==> src/rtl/md_pkg.sv <==
// Shared encodings and constants for the HI/LO multiply/divide unit.
package md_pkg;

  typedef enum logic [1:0] {
    MD_MULT  = 2'b00,
    MD_MULTU = 2'b01,
    MD_DIV   = 2'b10,
    MD_DIVU  = 2'b11
  } md_op_e;

  typedef enum logic [1:0] {
    IDLE = 2'd0,
    MUL  = 2'd1,
    DIV  = 2'd2
  } md_state_e;

  localparam int unsigned DIV_ITERS   = 32;
  localparam int unsigned DIV_LAT     = DIV_ITERS + 1;
  localparam int unsigned MUL_LAT_DEF = 4;

  function automatic logic [31:0] md_abs(
    input logic [31:0] v,
    input logic        sgn
  );
    return (sgn && v[31]) ? (~v + 32'd1) : v;
  endfunction

endpackage

==> src/rtl/md_div_iter.sv <==
// One restoring-divide step: shift in the next dividend bit, try subtract.
module md_div_iter (
  input  logic [31:0] rem_i,
  input  logic [31:0] quo_i,
  input  logic [31:0] dvs_i,
  output logic [31:0] rem_o,
  output logic [31:0] quo_o
);

  logic [32:0] sh;
  logic [32:0] diff;

  always_comb begin
    sh   = {rem_i, quo_i[31]};
    diff = sh - {1'b0, dvs_i};
    if (!diff[32]) begin
      rem_o = diff[31:0];
      quo_o = {quo_i[30:0], 1'b1};
    end else begin
      rem_o = sh[31:0];
      quo_o = {quo_i[30:0], 1'b0};
    end
  end

endmodule

==> src/rtl/md_unit.sv <==
// HI/LO multiply/divide unit; MD_DIV_EARLY_EN enables the divide
// early-out when the quotient is trivially zero or the divisor is zero.
module md_unit
  import md_pkg::*;
#(
  parameter int unsigned MUL_LAT = MUL_LAT_DEF
) (
  input  logic        clk,
  input  logic        rst,
  input  logic        start,
  input  logic [1:0]  md_op,
  input  logic [31:0] src_a,
  input  logic [31:0] src_b,
  input  logic        wr_hi,
  input  logic        wr_lo,
  input  logic        cancel,
  output logic        busy,
  output logic        done,
  output logic [31:0] hi,
  output logic [31:0] lo
);

  md_state_e   state_q;
  logic [5:0]  cnt_q;
  logic [1:0]  op_q;
  logic [31:0] a_q, b_q;
  logic [31:0] rem_q, quo_q, dvs_q;
  logic [31:0] hi_q, lo_q;
  logic        negq_q, negr_q;
  logic        busy_q, done_q;
`ifdef MD_DIV_EARLY_EN
  logic        early_q;
`endif

  logic        sgn;
  logic [31:0] abs_a, abs_b;
  logic [63:0] ext_a, ext_b, prod_d;
  logic [31:0] rem_d, quo_d;
  logic [31:0] dhi_d, dlo_d;

  assign sgn   = ~op_q[0];
  assign abs_a = md_abs(a_q, sgn);
  assign abs_b = md_abs(b_q, sgn);

  always_comb begin
    ext_a  = sgn ? {{32{a_q[31]}}, a_q} : {32'd0, a_q};
    ext_b  = sgn ? {{32{b_q[31]}}, b_q} : {32'd0, b_q};
    prod_d = ext_a * ext_b;
  end

  md_div_iter u_iter (
    .rem_i (rem_q),
    .quo_i (quo_q),
    .dvs_i (dvs_q),
    .rem_o (rem_d),
    .quo_o (quo_d)
  );

  // Final step result with sign fix-up and the fixed boundary results.
  always_comb begin
    dlo_d = negq_q ? -quo_d : quo_d;
    dhi_d = negr_q ? -rem_d : rem_d;
    if (b_q == 32'd0) begin
      dlo_d = 32'hFFFF_FFFF;
      dhi_d = a_q;
`ifdef MD_DIV_EARLY_EN
    end else if (early_q) begin
      dlo_d = 32'd0;
      dhi_d = a_q;
`endif
    end
  end

  always_ff @(posedge clk or posedge rst) begin
    if (rst) begin
      state_q <= IDLE;
      cnt_q   <= '0;
      op_q    <= '0;
      a_q     <= '0;
      b_q     <= '0;
      rem_q   <= '0;
      quo_q   <= '0;
      dvs_q   <= '0;
      hi_q    <= '0;
      lo_q    <= '0;
      negq_q  <= 1'b0;
      negr_q  <= 1'b0;
      busy_q  <= 1'b0;
      done_q  <= 1'b0;
`ifdef MD_DIV_EARLY_EN
      early_q <= 1'b0;
`endif
    end else begin
      done_q <= 1'b0;
      if (cancel) begin
        state_q <= IDLE;
        busy_q  <= 1'b0;
        cnt_q   <= '0;
      end else begin
        unique case (state_q)
          IDLE: begin
            if (start) begin
              op_q    <= md_op;
              a_q     <= src_a;
              b_q     <= src_b;
              busy_q  <= 1'b1;
              state_q <= md_op[1] ? DIV : MUL;
              cnt_q   <= md_op[1] ? 6'(DIV_LAT) : 6'(MUL_LAT);
            end else begin
              if (wr_hi) hi_q <= src_a;
              if (wr_lo) lo_q <= src_a;
            end
          end
          MUL: begin
            if (cnt_q == 6'd1) begin
              hi_q    <= prod_d[63:32];
              lo_q    <= prod_d[31:0];
              done_q  <= 1'b1;
              busy_q  <= 1'b0;
              state_q <= IDLE;
            end
            cnt_q <= cnt_q - 6'd1;
          end
          DIV: begin
            cnt_q <= cnt_q - 6'd1;
            if (cnt_q == 6'(DIV_LAT)) begin
              rem_q  <= '0;
              quo_q  <= abs_a;
              dvs_q  <= abs_b;
              negq_q <= sgn & (a_q[31] ^ b_q[31]);
              negr_q <= sgn & a_q[31];
`ifdef MD_DIV_EARLY_EN
              early_q <= (b_q == 32'd0) || (abs_a < abs_b);
              if ((b_q == 32'd0) || (abs_a < abs_b)) cnt_q <= 6'd1;
`endif
            end else if (cnt_q == 6'd1) begin
              hi_q    <= dhi_d;
              lo_q    <= dlo_d;
              done_q  <= 1'b1;
              busy_q  <= 1'b0;
              state_q <= IDLE;
            end else begin
              rem_q <= rem_d;
              quo_q <= quo_d;
            end
          end
          default: begin
            state_q <= IDLE;
            busy_q  <= 1'b0;
          end
        endcase
      end
    end
  end

  assign busy = busy_q;
  assign done = done_q;
  assign hi   = hi_q;
  assign lo   = lo_q;

endmodule
==> config.mk <==
export PLATFORM = sky130hd
export DESIGN_NAME = md_unit
export DESIGN_NICKNAME = d
export VERILOG_FILES = /design/src/rtl/md_pkg.sv /design/src/rtl/md_div_iter.sv /design/src/rtl/md_unit.sv
export SDC_FILE = /design/constraint.sdc
export NUM_CORES = 2
export LEC_CHECK = 0
export CAP_MARGIN = 20
export CORE_ASPECT_RATIO = 2
export CORE_UTILIZATION = 50
export DETAILED_ROUTE_END_ITERATION = 10
export PLACE_DENSITY = 0.63
export SYNTH_ARGS = -nofsm -noshare
export SYNTH_HDL_FRONTEND = slang
export SYNTH_SLANG_ARGS = --single-unit
==> constraint.sdc <==
create_clock -name clk -period 28.6 [get_ports clk]
set_input_delay 5.72 -clock clk [delete_from_list [all_inputs] [get_ports clk]]
set_output_delay 5.72 -clock clk [all_outputs]
set_load 0.005 [all_outputs]
# Word level (Yosys, flattened, before mapping)

Index checks and enable logic that the tools add are counted.

$add $sub $neg: 6
Multipliers: 1
Divide/modulo/power cells: 0
Order comparisons: 0
Equality and inequality tests: 13
Shifts and indexed selects: 0
Mux-type cells: 45
Bitwise gates (word level): 7
Reduce and logical (&&, ||, !) cells: 14

Operators with widths:

| cell                                                 | number |
|---|---|
| 2-to-1 mux 32 bit                                    | 21 |
| one-hot mux 32 bit (3 select lines)                  | 2 |
| 2-to-1 mux 64 bit                                    | 2 |
| adder 32 x 1 -> 32 bit (second input constant)       | 2 |
| multiplier 64 x 64 -> 64 bit                         | 1 |
| negator 32 bit                                       | 2 |
| inverter 32 bit                                      | 2 |
| subtractor 33 x 32 -> 33 bit                         | 1 |
| logical NOT 32 bit                                   | 1 |
| 2-to-1 mux 6 bit                                     | 3 |
| AND reduction 7 bit                                  | 2 |
| inequality test 2 bit (second input constant)        | 6 |
| one-hot mux 6 bit (2 select lines)                   | 1 |
| 2-to-1 mux 2 bit                                     | 5 |
| AND reduction 3 bit                                  | 3 |
| 2-to-1 mux 1 bit                                     | 8 |
| equality test 6 x 1 -> 1 bit (second input constant) | 1 |
| equality test 6 bit (second input constant)          | 1 |
| inequality test 3 bit (second input constant)        | 2 |
| one-hot mux 2 bit (3 select lines)                   | 1 |
| nonzero test 3 bit                                   | 2 |
| subtractor 6 x 1 -> 6 bit (second input constant)    | 1 |
| AND reduction 2 bit                                  | 2 |
| one-hot mux 1 bit (3 select lines)                   | 1 |
| other kinds (10)                                     | 13 |

Bits in registers: 237
Latch bits: 0
Memory bits (writable): 0
ROM bits: 0
Bits of input ports: 72
Memories kept: 0

# Longest topological paths before layout

Word-level depth: 8
Mapped depth: 38
Gate-level depth less buffers: 34

# By module

Synthesis repeated with hierarchy kept, for this count alone.

Cells, all modules: 7139
Area total of the unflattened synthesis: 63935.1 sq um

By module, submodules not included:

| module      | instances | cells an instance | area each (sq um) |
|---|---|---|---|
| md_unit     | 1         | 6803              | 61343.8 |
| md_div_iter | 1         | 336               | 2591.2 |

# Worst setup path after synthesis

Ideal clock, no wire load.

Path type: register to register
Start point: register a_q[31]
End point: register hi_q[29] (netlist: hi[29])
Setup time: 0.104 ns
Arrival: 9.421 ns
Required time: 28.496 ns
Setup slack: 19.076 ns
Cell stages (with the launch flop): 34
Path buffers: 4
Clock period less this slack: 9.524 ns
Cells stage by stage: dfrtp_1 clkbuf_1 nor2b_1 clkbuf_1 clkbuf_1 clkbuf_1 nand2_1 fa_1 inv_1 fa_1 fa_1 inv_1 fa_1 inv_1 fa_1 fa_1 fa_1 fa_1 fa_1 inv_1 fa_1 inv_1 ha_1 a21o_1 a21o_1 a21o_1 a21o_1 a21oi_1 o21ai_0 nor2_1 o31ai_1 xnor2_1 o41a_1 o41ai_2

Word-level cells in the longest chain between the ends: 4

RTL lines:

| element                             | line           | RTL |
|---|---|---|
| start: declaration                  | md_unit.sv:26  | `logic [31:0] a_q, b_q;` |
| start signal: assignment            | md_unit.sv:104 | `a_q <= src_a;` |
| 2-to-1 mux 64 bit                   | md_unit.sv:46  | `ext_a = sgn ? {{32{a_q[31]}}, a_q} : {32'd0, a_q};` |
| multiplier 64 x 64 -> 64 bit        | md_unit.sv:48  | `prod_d = ext_a * ext_b;` |
| 2-to-1 mux 32 bit                   | md_unit.sv:115 | `if (cnt_q == 6'd1) begin` |
| one-hot mux 32 bit (3 select lines) | md_unit.sv:100 | `unique case (state_q)` |
| end signal: assignment              | md_unit.sv:110 | `if (wr_hi) hi_q <= src_a;` |
| end signal: assignment              | md_unit.sv:116 | `hi_q <= prod_d[63:32];` |
| end signal: assignment              | md_unit.sv:137 | `hi_q <= dhi_d;` |
| end: declaration                    | md_unit.sv:28  | `logic [31:0] hi_q, lo_q;` |

Every way passes these cells. The select of a mux whose other input is x is not followed.
A chain may end at the register's enable or synchronous reset.

# Worst setup path after layout

Start point: register op_q[0]
End point: register hi_q[31] (netlist: hi[31])

Word-level cells in the longest chain between the ends: 4

RTL lines:

| element                                     | line                         | RTL |
|---|---|---|
| start: declaration                          | md_unit.sv:25                | `logic [1:0] op_q;` |
| start signal: assignment                    | md_unit.sv:103               | `op_q <= md_op;` |
| 2-to-1 mux 64 bit, on equally long branches | md_unit.sv:46, md_unit.sv:47 |  |
| multiplier 64 x 64 -> 64 bit *              | md_unit.sv:48                |  |
| 2-to-1 mux 32 bit *                         | md_unit.sv:115               |  |
| one-hot mux 32 bit (3 select lines) *       | md_unit.sv:100               |  |

Every way passes the cells marked *; elsewhere a longest branch is shown, timed or not. The select of a mux whose other input is x is not followed.

==> run metrics <==
routed vias/inst 5.93; RSZ-0062 raised after global routing false; cell with the most instances on the worst path fa_1; Tcrit/Tclk final 0.391; Placer Congestion 1.04; via count 51.2k; commonest non-fill, non-tap cell in the layout inv_1; CTS H-tree depth 1; core region area about 130,000 um^2; CP required 29,100 ps; clk sinks roughly 240; max cap viols 0; Die Ht 509 um; largest stage delay on the critical path around 860 ps; Ys Warns 0; GRT overflow 0; Final TNS setup 0 ps; CP startpoint kind flip-flop; number of synthesized flops with an enable pin 0; I/O pins 138; Yosys reg bits 237; status finished, final reports clean; Slew headroom 0.123; Post-CTS Setup Inserts 0; Rows 185; Final Hold Violating Endpoints 0; leading area contributor after synthesis fa_1; Initial DRT Pass Iterations 6; die width between 200 and 300 um; Worst Setup Path Type flip-flop to flip-flop; initial antenna violation count 18; Mapped Nets roughly 9k; Post-synth top flop dfrtp_1; Final ANT Viol Nets 0; Final #Nets 8,773; first-pass GRT wire length 388,000 um; die area roughly 130,000 um^2; Area Growth Syn to Fin 5.69%; CTS root buffer clkbuf_16; Slew @ Worst Pin roughly 1300 ps; Iter 0 DRT Violations 3,729; WL final 272,000 um; worst hold path class flip-flop to flip-flop; most frequent cells in the layout inv_1 (1,590), fa_1 (1,420), nand2_1 (799); share of cells above drive strength 1 0.0448; Critical Path End Type flip-flop; count of final setup violators 0; initial cell density of the core 0.505; slowest stage cell, crit path fa_1; number of fill cells ~12k; cell area after synthesis 64,200 um^2; CTS tree yes; vias in the first global route about 57k; Fin Clk Skew 44.8 ps; CP Data Arrival Time 11,690 ps; CP Max Fanout 30; Yosys top cell area share 0.443; Max Fclk 0.0893 GHz; wire length per cell 31.4 um; total CTS buffers 21; CP Buf/Inv Count 6; distinct cell type count after synthesis 114; input/output buffers 137; Tmin final 11,190 ps; top area cells in the synthesized netlist fa_1 (44%), inv_1 (9.3%), dfrtp_1 (9.2%), ha_1 (6.8%), and2_1 (5.7%); GRT Overall Usage 0.428; Avg Synthesized Cell Area approximately 9 um^2; Residual DRC 0; placed wire-length estimate 217,000 um; post-cts resize count 0; hold buffer count at CTS 0; Pins Over Slew Limit 0; Post-Synthesis Cells approximately 7k; Top delay family on crit path adder cells; sequential-to-total area share from yosys stat 0.0924; largest net degree at the start of global routing 89; share of flip-flops with an asynchronous set or reset 1.00; clk slew on worst S/H paths around 90 ps; CTS Buffer Depth 3; Worst-Skew Late Latency slightly above 600 ps
[sequential cells by signal, summed over array words and instances, names as in the netlist, 6 cells and up]
signal  count
rem_q      32
hi         32
lo         32
b_q        32
dvs_q      32
a_q        32
cnt_q       6
quo_q      32
[cells in the mapped netlist (all sizes together), types with 8 or more instances]
cell type and count:
nand3b 8, and2 588, mux2 68, a221oi 23, o21ai 288, a21o 48, nand3 42, o21bai 11
nor3 41, or4 9, a21oi 220, xnor2 161, inv 1593, fa 1420, xor2 81, nor2b 18
ha 351, or3 37, o2111ai 9, mux2i 32, o21a 21, clkbuf 347, nand2b 23, buf 49
and3 19, nor2 201, nor4 17, nand4 19, o31ai 46, dfrtp 237, a31oi 37, o211ai 17
nor3b 10, a21boi 8, a211oi 22, nand2 802, o41ai 18
[layer usage]
metal	wire length, um	up-vias	global-route usage
met4	44400	6	0.559
li1	-	21000	-
met1	74800	26200	0.370
met5	46	-	0
met2	136000	2601	0.747
met3	16200	1454	0.0727
[path summary, 6_finish.rpt]
path	from	endpoint	slack, ps	cells past startpoint
worst max-delay path	op_q[0]$_DFFE_PP0P_	hi[31]$_DFFE_PP0P_	17410	30
worst min-delay path	lo[22]$_DFFE_PP0P_	lo[22]$_DFFE_PP0P_	480	2
worst max register to register	op_q[0]$_DFFE_PP0P_	hi[31]$_DFFE_PP0P_	17410	30
worst min register to register	lo[22]$_DFFE_PP0P_	lo[22]$_DFFE_PP0P_	480	2
max in group asynchronous	rst	b_q[27]$_DFFE_PP0P_	20950	4
min in group asynchronous	rst	cnt_q[2]$_DFFE_PP0P_	5580	2
[stage by stage]
step / area (um^2) / setup WS (ps) / hold slack [ps] / utilization / cells
2_1_floorplan: 64200 / 16380 / 450 / - / 7049
3_3_place_gp: 67000 / 17600 / 461 / 0.527 / 8585
3_5_place_dp: 67000 / 17480 / 469 / 0.527 / 8585
4_1_cts: 67700 / 17440 / 487 / 0.533 / 8623
5_1_grt: 67800 / 16820 / 504 / 0.534 / 8634
6_report: 67800 / 17410 / 480 / 0.534 / 8638
[tightest hold or removal path: cells and delay by family, from the launching register on]
| kind | cells | cell delay, ps |
|---|---|---|
| AO/OA/AOI/OAI | 1 | 60 |
| flip-flops | 1 | 340 |
| AND/OR/NAND/NOR | 1 | 50 |
[cell families (layout without fill, tap and decap cells)]
group,Yosys count,count (layout),share of synthesized area
xor+xnor,242,242,0.0330
mux,100,100,0.0170
compound gates,853,853,0.0854
simple gates,1854,1854,0.142
fa+ha+maj,1773,1773,0.512
buf+inv,1990,1886,0.118
other cells,0,10,0
flops,237,237,0.0924
[final cells by class]
| cell class | instances | area (um^2) | share of cell area |
|---|---|---|---|
| well taps | 1683 | 2110 | 0.0310 |
| clock buffers | 28 | 602 | 0.00887 |
| inverters | 1594 | 5990 | 0.0883 |
| flip-flops and latches | 237 | 5950 | 0.0877 |
| repair buffers | 254 | 2290 | 0.0337 |
| diodes | 10 | 25.0 | 0.000369 |
| clock inverters | 10 | 143 | 0.00210 |
| multi-input cells | 4822 | 50700 | 0.748 |
Power is left out: the tool's default activity adds up to more than one toggle a clock period on the data nets, which glitch-free logic cannot reach.
